**src/rtl/iq_freelist_ctrl.sv**
```systemverilog
`timescale 1ns/1ps
// ---------------------------------------------------------------------------
// iq_freelist_ctrl
//
// Controller for the issue-queue free-entry list. The list RAM is kept
// outside this block and behaves as a circular FIFO of free IQ entry indices.
// This block owns the head pointer (allocation side), the tail pointer
// (freeing side) and the free count.
//
// After reset or flush the block rewrites the RAM with 0..DEPTH-1, using
// FREE_WIDTH entries per cycle. While it does this it refuses all
// allocations.
//
// Ports
//   clk            clock; all state changes on the rising edge
//   reset          asynchronous, active-low reset
//   flush_i        rebuild the list with all DEPTH entries free
//   dispatchReq_i  per-lane allocation request; set bits are contiguous
//                  from lane 0
//   freeVld_i      per-lane free valid (any mask)
//   freeEntry_i    entry index freed on each lane
//   rdAddr_o       list RAM read address per dispatch lane (head+k)
//   rdData_i       list RAM read data (combinational read)
//   wrAddr_o       list RAM write address per write lane
//   wrData_o       list RAM write data per write lane
//   wrEn_o         list RAM write enable per write lane
//   grantVld_o     allocation granted this cycle
//   grantIdx_o     allocated entries; lane k is meaningful when
//                  dispatchReq_i[k] is set
//   stall_o        allocation refused this cycle
//   freeCnt_o      registered free count (0..DEPTH)
//   ready_o        list initialised and usable
//   error_o        sticky free-overflow flag; cleared only by reset
// ---------------------------------------------------------------------------
module iq_freelist_ctrl #(
    parameter int DEPTH          = 32,
    parameter int INDEX          = 5,
    parameter int DISPATCH_WIDTH = 4,
    parameter int FREE_WIDTH     = 4
) (
    input  logic                               clk,
    input  logic                               reset,
    input  logic                               flush_i,
    input  logic [DISPATCH_WIDTH-1:0]          dispatchReq_i,
    input  logic [FREE_WIDTH-1:0]              freeVld_i,
    input  logic [FREE_WIDTH*INDEX-1:0]        freeEntry_i,
    output logic [DISPATCH_WIDTH*INDEX-1:0]    rdAddr_o,
    input  logic [DISPATCH_WIDTH*INDEX-1:0]    rdData_i,
    output logic [FREE_WIDTH*INDEX-1:0]        wrAddr_o,
    output logic [FREE_WIDTH*INDEX-1:0]        wrData_o,
    output logic [FREE_WIDTH-1:0]              wrEn_o,
    output logic                               grantVld_o,
    output logic [DISPATCH_WIDTH*INDEX-1:0]    grantIdx_o,
    output logic                               stall_o,
    output logic [INDEX:0]                     freeCnt_o,
    output logic                               ready_o,
    output logic                               error_o
);

    // Count width covers 0..DEPTH. Sum width holds count + m before the
    // overflow test, so a value above DEPTH cannot wrap.
    localparam int CW = INDEX + 1;
    localparam int SW = INDEX + 2;

    typedef enum logic {
        ST_INIT  = 1'b0,
        ST_READY = 1'b1
    } state_t;

    state_t              state_reg, state_next;
    logic [INDEX-1:0]    head_reg, head_next;
    logic [INDEX-1:0]    tail_reg, tail_next;
    logic [INDEX-1:0]    init_ptr_reg, init_ptr_next;
    logic [CW-1:0]       count_reg, count_next;
    logic                error_reg, error_next;

    logic [CW-1:0]                   req_n;
    logic [CW-1:0]                   free_prefix [FREE_WIDTH+1];
    logic [CW-1:0]                   free_m;
    logic                            alloc_ok;
    logic                            alloc_short;
    logic [CW-1:0]                   granted_n;
    logic [CW-1:0]                   count_after_alloc;
    logic [SW-1:0]                   count_sum;
    logic                            overflow;
    logic                            init_last;
    logic [FREE_WIDTH*INDEX-1:0]     init_addr;
    logic [FREE_WIDTH*INDEX-1:0]     cmp_addr;
    logic [FREE_WIDTH*INDEX-1:0]     cmp_data;
    logic [FREE_WIDTH-1:0]           cmp_en;
    logic [DISPATCH_WIDTH*INDEX-1:0] grant_idx_lane;

    // -----------------------------------------------------------------------
    // Per-lane address generation
    // -----------------------------------------------------------------------
    generate
        for (genvar gi = 0; gi < DISPATCH_WIDTH; gi++) begin : g_rd_lane
            // Read addresses are always presented, so the RAM data is
            // available in the same cycle the request arrives.
            assign rdAddr_o[gi*INDEX +: INDEX] = head_reg + INDEX'(gi);
            assign grant_idx_lane[gi*INDEX +: INDEX] =
                dispatchReq_i[gi] ? rdData_i[gi*INDEX +: INDEX] : '0;
        end

        for (genvar gi = 0; gi < FREE_WIDTH; gi++) begin : g_wr_lane
            assign init_addr[gi*INDEX +: INDEX] = init_ptr_reg + INDEX'(gi);
            assign cmp_addr[gi*INDEX +: INDEX]  = tail_reg + INDEX'(gi);
        end
    endgenerate

    // -----------------------------------------------------------------------
    // Lane counts
    // -----------------------------------------------------------------------
    always_comb begin
        req_n = '0;
        for (int i = 0; i < DISPATCH_WIDTH; i++) begin
            req_n = req_n + CW'(dispatchReq_i[i]);
        end
    end

    // free_prefix[i] is the number of valid free lanes below lane i. That is
    // the write slot that lane i lands in once the valid lanes are packed.
    always_comb begin
        free_prefix[0] = '0;
        for (int i = 0; i < FREE_WIDTH; i++) begin
            free_prefix[i+1] = free_prefix[i] + CW'(freeVld_i[i]);
        end
    end

    assign free_m = free_prefix[FREE_WIDTH];

    // Pack the valid free lanes into write lanes 0..m-1, keeping lane order.
    always_comb begin
        cmp_en   = '0;
        cmp_data = '0;
        for (int j = 0; j < FREE_WIDTH; j++) begin
            for (int i = 0; i < FREE_WIDTH; i++) begin
                if (freeVld_i[i] && (free_prefix[i] == CW'(j))) begin
                    cmp_en[j]                  = 1'b1;
                    cmp_data[j*INDEX +: INDEX] = freeEntry_i[i*INDEX +: INDEX];
                end
            end
        end
    end

    // -----------------------------------------------------------------------
    // Allocation / overflow decisions
    // -----------------------------------------------------------------------
    // Allocation is all-or-nothing against the registered count. Frees from
    // the same cycle are not counted here, so there is no read-after-write
    // path through the RAM.
    assign alloc_ok    = (state_reg == ST_READY) && !flush_i &&
                         (req_n != '0) && (req_n <= count_reg);
    assign alloc_short = (req_n > count_reg);
    assign granted_n   = alloc_ok ? req_n : '0;

    assign count_after_alloc = count_reg - granted_n;
    assign count_sum         = SW'(count_after_alloc) + SW'(free_m);
    assign overflow          = (count_sum > SW'(DEPTH));

    assign init_last = (init_ptr_reg == INDEX'(DEPTH - FREE_WIDTH));

    // -----------------------------------------------------------------------
    // State register
    // -----------------------------------------------------------------------
    always_ff @(posedge clk or negedge reset) begin
        if (!reset) begin
            state_reg    <= ST_INIT;
            head_reg     <= '0;
            tail_reg     <= '0;
            init_ptr_reg <= '0;
            count_reg    <= '0;
            error_reg    <= 1'b0;
        end else begin
            state_reg    <= state_next;
            head_reg     <= head_next;
            tail_reg     <= tail_next;
            init_ptr_reg <= init_ptr_next;
            count_reg    <= count_next;
            error_reg    <= error_next;
        end
    end

    // -----------------------------------------------------------------------
    // Next-state logic
    // -----------------------------------------------------------------------
    always_comb begin
        state_next    = state_reg;
        head_next     = head_reg;
        tail_next     = tail_reg;
        init_ptr_next = init_ptr_reg;
        count_next    = count_reg;
        error_next    = error_reg;

        case (state_reg)
            ST_INIT: begin
                if (flush_i) begin
                    // Start the rewrite again from entry 0.
                    init_ptr_next = '0;
                    count_next    = '0;
                end else if (init_last) begin
                    state_next    = ST_READY;
                    init_ptr_next = '0;
                    head_next     = '0;
                    tail_next     = '0;
                    count_next    = CW'(DEPTH);
                end else begin
                    init_ptr_next = init_ptr_reg + INDEX'(FREE_WIDTH);
                end
            end

            ST_READY: begin
                if (flush_i) begin
                    // Flush has priority. Any dispatch or free in this
                    // cycle is dropped, because the list is rebuilt anyway.
                    state_next    = ST_INIT;
                    init_ptr_next = '0;
                    head_next     = '0;
                    tail_next     = '0;
                    count_next    = '0;
                end else begin
                    head_next = head_reg + granted_n[INDEX-1:0];
                    if (overflow) begin
                        // More frees than the list can hold means a caller
                        // has freed something twice. Keep the list
                        // consistent by dropping every free in this cycle.
                        error_next = 1'b1;
                        count_next = count_after_alloc;
                    end else begin
                        tail_next  = tail_reg + free_m[INDEX-1:0];
                        count_next = count_sum[CW-1:0];
                    end
                end
            end
        endcase
    end

    // -----------------------------------------------------------------------
    // Output logic
    // -----------------------------------------------------------------------
    always_comb begin
        grantVld_o = 1'b0;
        grantIdx_o = '0;
        stall_o    = 1'b0;
        wrEn_o     = '0;
        wrAddr_o   = cmp_addr;
        wrData_o   = cmp_data;

        case (state_reg)
            ST_INIT: begin
                stall_o  = 1'b1;
                wrAddr_o = init_addr;
                wrData_o = init_addr;
                // The state already reads INIT while reset is held, so the
                // enables are gated to keep the RAM untouched during reset.
                wrEn_o   = {FREE_WIDTH{reset}};
            end

            ST_READY: begin
                if (flush_i) begin
                    stall_o = 1'b1;
                end else begin
                    grantVld_o = alloc_ok;
                    stall_o    = alloc_short;
                    grantIdx_o = alloc_ok ? grant_idx_lane : '0;
                    wrEn_o     = overflow ? '0 : cmp_en;
                end
            end
        endcase
    end

    assign freeCnt_o = count_reg;
    assign ready_o   = (state_reg == ST_READY);
    assign error_o   = error_reg;

endmodule

```
**config.mk**
```make
export PLATFORM = sky130hd
export DESIGN_NAME = iq_freelist_ctrl
export DESIGN_NICKNAME = d
export VERILOG_FILES = /design/src/rtl/iq_freelist_ctrl.sv
export SDC_FILE = /design/constraint.sdc
export NUM_CORES = 1
export LEC_CHECK = 0
export CORE_UTILIZATION = 30
export DETAILED_ROUTE_END_ITERATION = 12
export PLACE_DENSITY = 0.64
export SLEW_MARGIN = 0
export SYNTH_ARGS = -nofsm -noshare
export SYNTH_HDL_FRONTEND = slang
export SYNTH_SLANG_ARGS = --single-unit
```
**constraint.sdc**
```tcl
create_clock -name clk -period 13.5 [get_ports clk]
set_input_delay 3.375 -clock clk [delete_from_list [all_inputs] [get_ports clk]]
set_output_delay 3.375 -clock clk [all_outputs]
set_load 0.02 [all_outputs]
```
# Word level (Yosys, flattened, before mapping)
# Index checks and enable logic that the tools add are counted.
# totals
regBits,23
in_bits,51
out_inout_bits,94
# classes
n_addsub,20
n_lt_le_gt_ge,3
eq_ne,12
n_mux,59
n_bitwise,2
n_reduce_logical,21
# ops
operator,count
two-way mux 5 bit,23
two-way mux 20 bit,5
adder 5 x 2 -> 5 bit (second input constant),6
one-hot mux 5 bit (2 select lines),3
two-way mux 6 bit,4
zero test 6 bit,3
two-way mux 1 bit,17
adder 5 x 1 -> 5 bit (second input constant),3
logical AND 1 bit,13
two-way mux 4 bit,3
one-hot mux 6 bit (2 select lines),1
adder 5 x 4 -> 5 bit,2
adder 3 x 1 -> 4 bit,2
one-hot mux 4 bit (2 select lines),1
adder 6 x 4 -> 7 bit,1
> comparator 7 x 6 -> 1 bit (second input constant),1
adder 2 x 1 -> 3 bit,2
== test 3 x 2 -> 1 bit (second input constant),2
> comparator 4 x 6 -> 1 bit,1
less-or-equal comparator 4 x 6 -> 1 bit,1
inequality test 2 bit (second input constant),3
inequality test 3 bit (second input constant),2
AND reduction 3 bit,2
nonzero test 6 bit,1
other kinds (11),15

# Depth between registers and ports, before layout
# depth
ltp_word,13
mapped_depth,21
mapped_depth_nobuf,20

# Least setup slack after synthesis
# Ideal clock, no wire load.
# synth_timing
path_kind,input-to-output
startpoint,input port dispatchReq_i[0]
endpoint,output port wrEn_o[0]
t_arrival_ns,8.358
t_required_ns,10.125
path_slack_ns,1.767
stages,19
path_cell_list,fa_1 -> ha_1 -> xor2_1 -> ha_1 -> nor2b_1 -> o21ai_0 -> maj3_1 -> o41ai_2 -> or2_2 -> ha_1 -> a21oi_1 -> nand2_1 -> xnor2_1 -> ha_1 -> nor3b_1 -> o21ai_2 -> o31ai_4 -> o21ai_2 -> o21ai_1
# synth_between
elab_chain_len,13
word_cells_on_any_way,14
classes_between,5 x add/sub; 2 x order compare; 4 x mux; 3 x reduce/logical
# synth_rtl
item,line_no,source
from (decl),44,"input logic [DISPATCH_WIDTH-1:0] dispatchReq_i,"
adder 1 x 1 -> 2 bit (*),117,req_n = req_n + CW'(dispatchReq_i[i]);
adder 2 x 1 -> 3 bit (*),117,
adder 3 x 1 -> 4 bit (*),117,
branches (longest 3 deep; another with less-or-equal comparator 4 x 6 -> 1 bit),n/a,
two-way mux 4 bit (*),155,assign granted_n = alloc_ok ? req_n : '0;
subtractor 6 x 4 -> 6 bit (*),157,assign count_after_alloc = count_reg - granted_n;
adder 6 x 4 -> 7 bit (*),158,assign count_sum = SW'(count_after_alloc) + SW'(free_m);
> comparator 7 x 6 -> 1 bit (*),159,assign overflow = (count_sum > SW'(DEPTH));
two-way mux 4 bit (*),266,wrEn_o = overflow ? '0 : cmp_en;
two-way mux 4 bit (*),260,if (flush_i) begin
one-hot mux 4 bit (2 select lines) (*),249,case (state_reg)
to (decl),51,"output logic [FREE_WIDTH-1:0] wrEn_o,"
# Every way passes the cells marked *.

# Worst setup path in the final report
# layout_timing
startpoint,input port dispatchReq_i[0]
endpoint,output port wrEn_o[2]
# The elaborated chain is that of the path after synthesis.

==> results.json <==
{
  "ctsHoldBuffers": 0,
  "cp_cell_sequence": "clkdlybuf4s50_1 > fa_1 > ha_1 > xor2_1 > ha_1 > nor2b_1 > o21ai_0 > maj3_1 > o41ai_2 > nor2_1 > ha_1 > inv_1 > fa_1 > ha_1 > a211oi_1 > nor3b_1 > o21ai_2 > o31ai_4 > o21ai_2 > o21ai_1 > clkdlybuf4s50_1",
  "crit_top_cell": "ha_1",
  "layout.nets": 631,
  "yosysSeqAreaShare_pct": 17.0,
  "syn_area_um2": 3090,
  "place_area_um2": 4600,
  "synthArstFlopShare_pct": 100,
  "grt_pass1_vias": 3218,
  "worst_pin_slew_ps": 1130,
  "most-common-layout-cells": "clkdlybuf4s50_1, nand2_1, a21oi_1",
  "grt_pass1_wl_um": 16600,
  "synthesis.nets": 506,
  "core_um2": 9860,
  "tns_ps": 0,
  "skew_ps": 1.84,
  "vias": 3371,
  "design_area_um2": 4640,
  "hold_violations": 0,
  "max-vdd-ir-drop_v": 0.0000336,
  "overflow": 0,
  "cp_data_required_time_ps": 10120,
  "ios": 145,
  "crit_path_start_kind": "primary input",
  "critPathMaxStageDelay_ps": 620,
  "wire_per_inst_um": 14.9,
  "slowest_stage": "clkdlybuf4s50_1",
  "antennaDiodeCount": 0,
  "ys_seq_elements": 21,
  "cp.arrival_ps": 9540,
  "finalMaxSlewViolations": 0,
  "clk_path_buf_depth": 2,
  "r2r_setup_slack_ps": 8410,
  "gp_congestion": 0.898,
  "critPathMaxFanout": 9,
  "clk_latency_ps": 260,
  "largest_reg_flops": 6,
  "maxCapViolations": 0,
  "die_x_um": 104,
  "drtAntennaViolNets": 0,
  "die_h_um": 104,
  "setup-violations-final": 0,
  "routed_via_density": 5.04,
  "worst_slack_ps": 589,
  "relSlewSlack_pct": 24.5,
  "syn_to_final_growth_pct": 50.2,
  "syn_avg_cell_area_um2": 7.51,
  "synth_cells": 412,
  "die-area_um2": 10700,
  "reg2regPathDepth": 14,
  "dp_hpwl_um": 8130,
  "power_leakage_nw": 1.99,
  "yosysWarnings": 0,
  "rows": 36,
  "end_kind": "output pin",
  "layout_commonest_cell": "clkdlybuf4s50_1",
  "cts_root_buffer": "clkbuf_8",
  "hold-path-endpoint": "error_o$_DFFE_PN0P_",
  "drive_gt1_share_pct": 3.92,
  "critPathKind": "in -> out",
  "period_minus_slack_ps": 12910,
  "yosysUniqueCellTypes": 50,
  "antenna_found_initial": 0,
  "portBuffers": 144,
  "hp-class": "reg -> reg",
  "synth-edff-count": 0,
  "r2r-start": "ready_o$_DFF_PN0_",
  "dr.pass1.iters": 5,
  "min_delay_path_depth": 1,
  "htreeDepth": 1,
  "drt-total-wl_um": 9970,
  "status": "completed",
  "track_usage_pct": 18.5,
  "ctsResizeCount": 0,
  "fmax_mhz": 77.5,
  "cts_setup_buffers": 0,
  "drt_first_iter_violations": 231,
  "clk_pin_slew_ps": 80,
  "numCtsBuffers": 3,
  "hold_start": "error_o$_DFFE_PN0P_",
  "grt_max_degree": 38,
  "place_ws_ps": 661,
  "p_per_area_nw_per_um2": 58.2,
  "route.detailed.drc": 0,
  "cts_tree": "built",
  "r2r_end": "freeCnt_o[3]$_DFFE_PN0P_",
  "ys.flop_type": "dfrtp_1",
  "fin_crit_sh_pct": 95.6,
  "clock_sinks": 21,
  "whs_ps": 461,
  "start_util_pct": 31.4,
  "rsz0062_at_grt": "false"
}
==> metal layers <==
| metal | wire (um) | vias up | track usage, % | part of all wire [%] |
|---|---|---|---|---|
| met2 | 4920 | 86 | 31.1 | 49 |
| met4 | 92 | 0 | 2.80 | 0.92 |
| met1 | 4530 | 1577 | 25.5 | 45 |
| li1 | - | 1697 | - | - |
| met5 | 0 | - | 0 | 0 |
| met3 | 430 | 11 | 2.45 | 4.3 |
==> kinds of logic after synthesis <==
group,Yosys count,share of synthesized area (%)
buffers and inverters,52,7.08
and+or+nand+nor,161,25.2
muxes,2,0.688
xor gates and xnor gates,28,8.17
AOI/OAI and AO/OA,104,22.5
DFF,21,17.0
adders and majority gates,44,19.4
==> worst max path at each step <==
stage                     end  slack [ps]              from
floorplan           wrEn_o[0]        1770  dispatchReq_i[0]
global placement    wrEn_o[0]         870  dispatchReq_i[0]
detailed placement  wrEn_o[2]         660  dispatchReq_i[0]
CTS                 wrEn_o[2]         650  dispatchReq_i[0]
global route        wrEn_o[0]         220  dispatchReq_i[0]
finish              wrEn_o[2]         590  dispatchReq_i[0]
==> critical path, delay by kind of cell <==
kind	cells	cell delay, ps
xor gates and xnor gates	1	170
adders and majority gates	7	2500
buffers and inverters	3	1200
and+or+nand+nor	3	780
AOI/OAI and AO/OA	7	1490
==> cell type report <==
type / count / area [um2]
sequential: 21 / 526
fill: 970 / 5220
clock inverter: 1 / 5.00
clock buffer: 3 / 41.3
inverter: 25 / 93.8
timing repair buffer: 147 / 1460
tap: 133 / 166
multi-input combinational: 339 / 2350
==> synthesized netlist by cell type (3+ instances only) <==
library cell	instances	share of area (%)
buf_1	3	0.36
nand3_1	29	4.7
nor3b_1	3	0.73
a21o_1	6	1.5
inv_1	24	2.9
nor3_1	10	1.6
o211ai_1	8	1.9
nand2_1	46	5.6
xor2_1	15	4.2
nand3b_1	3	0.73
a21oi_1	39	6.3
o21ai_1	4	0.65
nor2_1	30	3.6
o21ai_2	3	0.85
o21ai_0	16	2.6
a31oi_1	6	1.2
buf_4	4	0.97
clkbuf_1	18	2.2
nor2b_1	3	0.61
ha_1	36	15
fa_1	7	4.5
xnor2_1	12	3.4
and3_1	23	4.7
a222oi_1	4	1.3
a22o_1	4	1.1
nand4_1	7	1.4
dfrtp_1	21	17
==> power by group <==
part	internal (mW)	switching [mW]
sequential	0.0685	0.0127
combinational	0.0693	0.0789
clock	0.0206	0.0204
total	0.158	0.112
==> stage by stage <==
step           util, %  total power [mW]  cells
2_1_floorplan        -             0.169    412
3_3_place_gp      46.6             0.229    665
3_5_place_dp      46.6             0.231    665
4_1_cts           47.1             0.272    669
5_1_grt           47.1             0.292    669
6_report          47.1             0.270    669
Power figures use the tool's default switching activity.
